===== src/rtl/mult_div_unit.sv =====
`default_nettype none
// ============================================================================
//  Module   : mult_div_unit
//  Purpose  : Iterative 1-bit-per-cycle MULT/MULTU/DIV/DIVU with HI/LO registers
//  Revision : 1.0  initial release
// ============================================================================
module mult_div_unit #(
    parameter int WIDTH = 32
) (
    input  logic             clock,
    input  logic             reset,
    input  logic             start,
    input  logic [1:0]       op,
    input  logic [WIDTH-1:0] operand_a,
    input  logic [WIDTH-1:0] operand_b,
    input  logic             write_hi,
    input  logic             write_lo,
    input  logic [WIDTH-1:0] move_data,
    output logic             busy,
    output logic             done,
    output logic [WIDTH-1:0] hi,
    output logic [WIDTH-1:0] lo
);

    localparam int                c_cnt_w   = $clog2(WIDTH);
    localparam logic [c_cnt_w-1:0] c_last   = c_cnt_w'(WIDTH - 1);
    localparam logic [1:0]        c_st_idle = 2'd0;
    localparam logic [1:0]        c_st_prep = 2'd1;
    localparam logic [1:0]        c_st_run  = 2'd2;
    localparam logic [1:0]        c_st_fix  = 2'd3;

    logic [1:0]         state_q, state_d;
    logic [1:0]         op_q, op_d;
    logic [WIDTH-1:0]   a_q, a_d, b_q, b_d;
    logic [2*WIDTH-1:0] acc_q, acc_d;
    logic [c_cnt_w-1:0] count_q, count_d;
    logic               neg_res_q, neg_res_d, neg_rem_q, neg_rem_d;
    logic [WIDTH-1:0]   hi_q, hi_d, lo_q, lo_d;
    logic               done_q, done_d;

    logic               w_signed;
    logic [WIDTH-1:0]   w_mag_a, w_mag_b;
    logic [WIDTH:0]     w_mul_sum, w_div_trial;
    logic [2*WIDTH-1:0] w_mul_step, w_div_step, w_prod_neg;
    logic [WIDTH-1:0]   w_quot_neg, w_rem_neg;

    // op[0]=0 selects the signed flavour (MULT/DIV); op[1]=1 selects divide
    assign w_signed = ~op_q[0];
    assign w_mag_a  = (w_signed && a_q[WIDTH-1]) ? -a_q : a_q;
    assign w_mag_b  = (w_signed && b_q[WIDTH-1]) ? -b_q : b_q;

    // acc = {partial product high half, remaining multiplier bits}
    assign w_mul_sum  = {1'b0, acc_q[2*WIDTH-1:WIDTH]} + {1'b0, (acc_q[0] ? a_q : {WIDTH{1'b0}})};
    assign w_mul_step = {w_mul_sum, acc_q[WIDTH-1:1]};

    // acc = {partial remainder, dividend bits shifting out / quotient bits shifting in}
    assign w_div_trial = acc_q[2*WIDTH-1:WIDTH-1] - {1'b0, b_q};
    assign w_div_step  = w_div_trial[WIDTH] ? {acc_q[2*WIDTH-2:0], 1'b0}
                                            : {w_div_trial[WIDTH-1:0], acc_q[WIDTH-2:0], 1'b1};

    assign w_prod_neg = -acc_q;
    assign w_quot_neg = -acc_q[WIDTH-1:0];
    assign w_rem_neg  = -acc_q[2*WIDTH-1:WIDTH];

    always_comb begin
        state_d   = state_q;
        op_d      = op_q;
        a_d       = a_q;
        b_d       = b_q;
        acc_d     = acc_q;
        count_d   = count_q;
        neg_res_d = neg_res_q;
        neg_rem_d = neg_rem_q;
        hi_d      = hi_q;
        lo_d      = lo_q;
        done_d    = 1'b0;
        case (state_q)
            c_st_idle: begin
                if (write_hi) hi_d = move_data;
                if (write_lo) lo_d = move_data;
                if (start) begin
                    op_d    = op;
                    a_d     = operand_a;
                    b_d     = operand_b;
                    state_d = c_st_prep;
                end
            end
            c_st_prep: begin
                a_d       = w_mag_a;
                b_d       = w_mag_b;
                neg_res_d = w_signed && (a_q[WIDTH-1] ^ b_q[WIDTH-1]);
                neg_rem_d = w_signed && a_q[WIDTH-1];
                count_d   = '0;
                acc_d     = op_q[1] ? {{WIDTH{1'b0}}, w_mag_a} : {{WIDTH{1'b0}}, w_mag_b};
                state_d   = c_st_run;
            end
            c_st_run: begin
                acc_d   = op_q[1] ? w_div_step : w_mul_step;
                count_d = count_q + 1'b1;
                if (count_q == c_last) state_d = c_st_fix;
            end
            default: begin
                if (op_q[1]) begin
                    // A zero divisor leaves the dividend magnitude as remainder; re-signing restores operand_a
                    hi_d = neg_rem_q ? w_rem_neg : acc_q[2*WIDTH-1:WIDTH];
                    lo_d = (b_q == {WIDTH{1'b0}}) ? {WIDTH{1'b1}}
                         : (neg_res_q ? w_quot_neg : acc_q[WIDTH-1:0]);
                end else begin
                    {hi_d, lo_d} = neg_res_q ? w_prod_neg : acc_q;
                end
                done_d  = 1'b1;
                state_d = c_st_idle;
            end
        endcase
    end

    always_ff @(posedge clock) begin
        if (reset) begin
            state_q   <= c_st_idle;
            op_q      <= '0;
            a_q       <= '0;
            b_q       <= '0;
            acc_q     <= '0;
            count_q   <= '0;
            neg_res_q <= 1'b0;
            neg_rem_q <= 1'b0;
            hi_q      <= '0;
            lo_q      <= '0;
            done_q    <= 1'b0;
        end else begin
            state_q   <= state_d;
            op_q      <= op_d;
            a_q       <= a_d;
            b_q       <= b_d;
            acc_q     <= acc_d;
            count_q   <= count_d;
            neg_res_q <= neg_res_d;
            neg_rem_q <= neg_rem_d;
            hi_q      <= hi_d;
            lo_q      <= lo_d;
            done_q    <= done_d;
        end
    end

    assign busy = (state_q != c_st_idle);
    assign done = done_q;
    assign hi   = hi_q;
    assign lo   = lo_q;

endmodule
`default_nettype wire


===== config.mk =====
export PLATFORM = sky130hd
export DESIGN_NAME = mult_div_unit
export DESIGN_NICKNAME = d
export VERILOG_FILES = /design/src/rtl/mult_div_unit.sv
export SDC_FILE = /design/constraint.sdc
export NUM_CORES = 1
export LEC_CHECK = 0
export CORE_UTILIZATION = 50
export CTS_BUF_LIST = sky130_fd_sc_hd__clkbuf_2 sky130_fd_sc_hd__clkbuf_4 sky130_fd_sc_hd__clkbuf_8
export DETAILED_ROUTE_END_ITERATION = 8
export PLACE_DENSITY_LB_ADDON = 0.12
export SKIP_CTS_REPAIR_TIMING = 1
export SLEW_MARGIN = 20
export SYNTH_ARGS = -nofsm -noshare
export SYNTH_HDL_FRONTEND = slang
export SYNTH_SLANG_ARGS = --single-unit

===== constraint.sdc =====
create_clock -name clock -period 4.4 [get_ports clock]
set_input_delay 0.88 -clock clock [delete_from_list [all_inputs] [get_ports clock]]
set_output_delay 0.88 -clock clock [all_outputs]
set_load 0.1 [all_outputs]

==> PnR_summary.wiki <==
{| class="wikitable"
! Metric !! Value
|-
| Max-cap violations || 0
|-
| Worst skew pair latency || 0.58 ns
|-
| Placed cell count || 2,698
|-
| Slowest stage cell, crit path || sky130_fd_sc_hd__dfxtp_1
|-
| Number of buffer and inverter instances along the worst setup path || 2
|-
| Drt first-iter violations || 1,790
|-
| Sum of negative setup slack || 0 ns
|-
| Cell type contributing the most total cell area after synthesis || sky130_fd_sc_hd__dfxtp_1
|-
| Reg2Reg Launch Point || acc_q[40]$_SDFFE_PP0N_
|-
| Overall global routing resource usage || 37.2%
|-
| Required time of the critical path || 4.89 ns
|-
| Count of cells along the worst register-to-register path || 13
|-
| Remaining DRCs || 0
|-
| Run status || complete, no violations
|-
| Largest incremental delay on the critical path || 0.63 ns
|-
| Weighted congestion reported at the end of routability-driven placement || 1.01
|-
| Synth Warn # || 0
|-
| Core utilization of the finished layout || 60.3%
|-
| Final setup fails || 0
|-
| Total via count after detailed routing || 17,363
|-
| Dominant register cell in the synthesized netlist || sky130_fd_sc_hd__dfxtp_1
|-
| Clock tree root buffer cell || sky130_fd_sc_hd__clkbuf_8
|-
| Final Hold Violating Endpoints || 0
|-
| Maximum net fanout on the critical path || 13
|-
| Static leakage || 0.00781 uW
|-
| HPWL Detailed || 48,200 um
|-
| Fraction of the cycle the final worst path needs || 89.2%
|-
| Die extent in y || 183 um
|-
| Max Transition Viols Final || 0
|-
| Average wire per standard cell || 23.0 um
|-
| # port buffers || 168
|-
| Die Wd || 183 um
|-
| CTS tree || built
|-
| Worst setup slack after placement || 0.632 ns
|-
| Type of the worst setup path || register to register
|-
| Wire length of the first global-routing pass || 95,200 um
|-
| Number of global-route vias before repair || 15,818
|-
| Fin Clk Skew || 0.0321 ns
|-
| Ratio of routed vias to standard cells || 6.28
|-
| Number of clock buffers inserted by TritonCTS || 39
|-
| Maximum buffer depth of the clock tree || 3
|-
| Cells taking the most area after synthesis || sky130_fd_sc_hd__dfxtp_1 25%, sky130_fd_sc_hd__a21oi_1 7.0%, sky130_fd_sc_hd__nor2_1 6.4%, sky130_fd_sc_hd__ha_1 5.6%, sky130_fd_sc_hd__xnor2_1 5.4%
|-
| 1st-pass router iterations || 6
|-
| Depth of the CTS H-tree || 2
|-
| Cells after Synth || 2,200
|-
| Synthesized Nets || 2,379
|-
| Origin of the worst setup path || acc_q[40]$_SDFFE_PP0N_
|-
| Post-layout worst setup margin || 0.475 ns
|-
| Post-synthesis sequential area ratio || 24.9%
|-
| Core area || 32,000 um2
|-
| Number of placed I/O pins || 169
|-
| Largest net degree at the start of global routing || 105
|-
| Maximum clock frequency || 255 MHz
|-
| Hold Path Class || register to register
|-
| Mean post-synth cell area || 7.46 um2
|-
| Worst reg2reg setup slack || 0.48 ns
|-
| CTS sink count || 204
|-
| Residual overflow from global routing || 0
|-
| Placement Rows || 65
|-
| Critical Path Stages || 13
|-
| Final cell count without fillers || 2,765
|-
| Worst Tran Pin Value || 1.03 ns
|-
| Worst setup EP type || register
|-
| Antenna violations before repair || 1
|-
| Overall die area || 33,600 um2
|-
| Final #Nets || 2,483
|-
| Share of cells above drive strength 1 || 8.12%
|-
| Worst relative slew slack || 30.9%
|-
| Share of async-settable or async-resettable flops after synthesis || 0%
|-
| CTS clk-pin slew, worst paths || 0.06 ns
|-
| Pwr dens || 851 nW/um2
|-
| Final Critical Period || 3.92 ns
|-
| Routed wire length || 63,600 um
|-
| Element type at the critical path start || register
|-
| Setup repair after global routing missed its margin || no
|-
| Antenna-violating nets left || 0
|-
| Timing endpoint of the critical path || acc_q[57]$_SDFFE_PP0N_
|-
| Layout overhead on the synthesized area || 17.5%
|-
| Endpoint of the most critical register-to-register path || acc_q[57]$_SDFFE_PP0N_
|-
| Gate family responsible for the most delay along the worst path || compound AO/OA/AOI/OAI gates
|-
| Cells along the critical path || ha_1 -> and3_1 -> a31oi_1 -> o21ai_0 -> o211ai_1 -> o31ai_2 -> buf_4 -> a41oi_1 -> o311ai_4 -> buf_4 -> nor4_1 -> a21oi_1 -> o21ai_0
|-
| Arrival @ worst endpoint || 4.41 ns
|-
| EDFF count, synth || 0
|-
| Distinct cells, synth || 83
|-
| Register bit total from synthesis || 204
|-
| VDD IR max || 0.505 mV
|-
| Post-Syn Area || 16,400 um2
|-
| Starting density of the core || 51.4%
|-
| Share of the synthesized area in the top cell type || 24.9%
|}
synth_stat cells, types with 7 or more instances:
cell type,n
sky130_fd_sc_hd__a211oi_1,59
sky130_fd_sc_hd__a21o_1,41
sky130_fd_sc_hd__a21oi_1,229
sky130_fd_sc_hd__a221oi_1,14
sky130_fd_sc_hd__a22oi_1,52
sky130_fd_sc_hd__a31oi_1,26
sky130_fd_sc_hd__and2_1,48
sky130_fd_sc_hd__and3_1,15
sky130_fd_sc_hd__buf_1,19
sky130_fd_sc_hd__buf_2,12
sky130_fd_sc_hd__clkbuf_1,117
sky130_fd_sc_hd__dfxtp_1,204
sky130_fd_sc_hd__ha_1,74
sky130_fd_sc_hd__inv_1,71
sky130_fd_sc_hd__mux2i_1,42
sky130_fd_sc_hd__mux4_2,22
sky130_fd_sc_hd__nand2_1,168
sky130_fd_sc_hd__nand2b_1,24
sky130_fd_sc_hd__nand3_1,31
sky130_fd_sc_hd__nand4_1,10
sky130_fd_sc_hd__nor2_1,281
sky130_fd_sc_hd__nor2b_1,13
sky130_fd_sc_hd__nor3_1,43
sky130_fd_sc_hd__nor4_1,26
sky130_fd_sc_hd__o211ai_1,16
sky130_fd_sc_hd__o21a_1,13
sky130_fd_sc_hd__o21ai_0,162
sky130_fd_sc_hd__o21bai_1,11
sky130_fd_sc_hd__o221ai_1,7
sky130_fd_sc_hd__o22ai_1,7
sky130_fd_sc_hd__o31a_1,7
sky130_fd_sc_hd__o31ai_1,12
sky130_fd_sc_hd__o41ai_1,9
sky130_fd_sc_hd__or2_2,11
sky130_fd_sc_hd__or3_1,30
sky130_fd_sc_hd__or4_1,10
sky130_fd_sc_hd__xnor2_1,102
sky130_fd_sc_hd__xor2_1,66
metal layers:
| metal | vias up | part of all wire [%] | routed length, um | global-route usage [%] |
|---|---|---|---|---|
| li1 | 8150 | - | - | - |
| met5 | - | 0 | 0 | 0 |
| met3 | 149 | 9.0 | 5700 | 6.16 |
| met1 | 8140 | 42 | 26600 | 49.3 |
| met4 | 0 | 5.0 | 3180 | 18.4 |
| met2 | 924 | 44 | 28100 | 58.3 |
placed cells by master, fill, tap and decap left out, drive strengths merged, types with 16 or more instances in the layout:
master / instances
a21o: 41
nand3: 31
a31oi: 26
mux2i: 42
a21oi: 231
nor4: 28
clkbuf: 59
mux4: 22
dfxtp: 204
or3: 30
xnor2: 102
nor3: 48
o21ai: 168
buf: 48
clkdlybuf4s50: 166
nand2b: 26
nand2: 168
a22oi: 52
ha: 74
o211ai: 16
xor2: 66
a211oi: 59
nor2: 282
and2: 48
inv: 73
final cells by class:
| type | count | area (um2) |
|---|---|---|
| flip-flops and latches | 204 | 4090 |
| clock inverters | 5 | 67.6 |
| fillers | 2999 | 12700 |
| repair buffers | 214 | 2050 |
| multi-input cells | 1768 | 11500 |
| diodes | 3 | 7.51 |
| inverters | 77 | 289 |
| clock buffers | 59 | 731 |
| well taps | 435 | 544 |
registers in the layout (all words and copies together) (netlist names):
register and flops:
neg_rem_q 1, acc_q 64, state_q 2, b_q 32
count_q 5, hi 32, op_q 2, neg_res_q 1
done 1, lo 32, a_q 32
worst min path at each step:
stage / from / to / slack, ns / depth (start not counted)
after floorplan: b_q[13]$_SDFFE_PP0P_ / b_q[13]$_SDFFE_PP0P_ / 0.44 / 2
after global placement: hi[15]$_SDFFE_PP0P_ / hi[15]$_SDFFE_PP0P_ / 0.44 / 2
after detailed placement: hi[9]$_SDFFE_PP0P_ / hi[9]$_SDFFE_PP0P_ / 0.45 / 2
after CTS: hi[17]$_SDFFE_PP0P_ / hi[17]$_SDFFE_PP0P_ / 0.46 / 2
after global routing: hi[21]$_SDFFE_PP0P_ / hi[21]$_SDFFE_PP0P_ / 0.48 / 2
final: hi[9]$_SDFFE_PP0P_ / hi[9]$_SDFFE_PP0P_ / 0.45 / 2
metrics by stage:
step	total power, uW	hold slack [ns]	cell area (um2)
finish	16400	0.454	19300
global route	17300	0.478	19300
CTS	16200	0.458	19300
detailed placement	14200	0.447	18500
global placement	14100	0.441	18500
floorplan	11200	0.444	16400
cells by family after synthesis:
group                      share of synthesized area [%]
and+or+nand+nor                                     21.5
adders and majority gates                           5.88
buffers and inverters                               5.43
AOI/OAI and AO/OA                                   27.4
DFF                                                 24.9
muxes                                               5.99
xor gates and xnor gates                            8.96
worst register-to-register path, stage by stage, from the launching register on:
cell and delay [ns]:
sky130_fd_sc_hd__dfxtp_1 0.63, sky130_fd_sc_hd__ha_1 0.38, sky130_fd_sc_hd__and3_1 0.23, sky130_fd_sc_hd__a31oi_1 0.16, sky130_fd_sc_hd__o21ai_0 0.23, sky130_fd_sc_hd__o211ai_1 0.42
sky130_fd_sc_hd__o31ai_2 0.09, sky130_fd_sc_hd__buf_4 0.16, sky130_fd_sc_hd__a41oi_1 0.30, sky130_fd_sc_hd__o311ai_4 0.19, sky130_fd_sc_hd__buf_4 0.23, sky130_fd_sc_hd__nor4_1 0.56
sky130_fd_sc_hd__a21oi_1 0.09, sky130_fd_sc_hd__o21ai_0 0.15
where the power goes:
| part | internal, uW | switching, uW | total [uW] |
|---|---|---|---|
| Clock | 1120 | 889 | 2000 |
| Sequential | 2490 | 849 | 3330 |
| Combinational | 3600 | 7470 | 11100 |
Power figures use the tool's default switching activity.
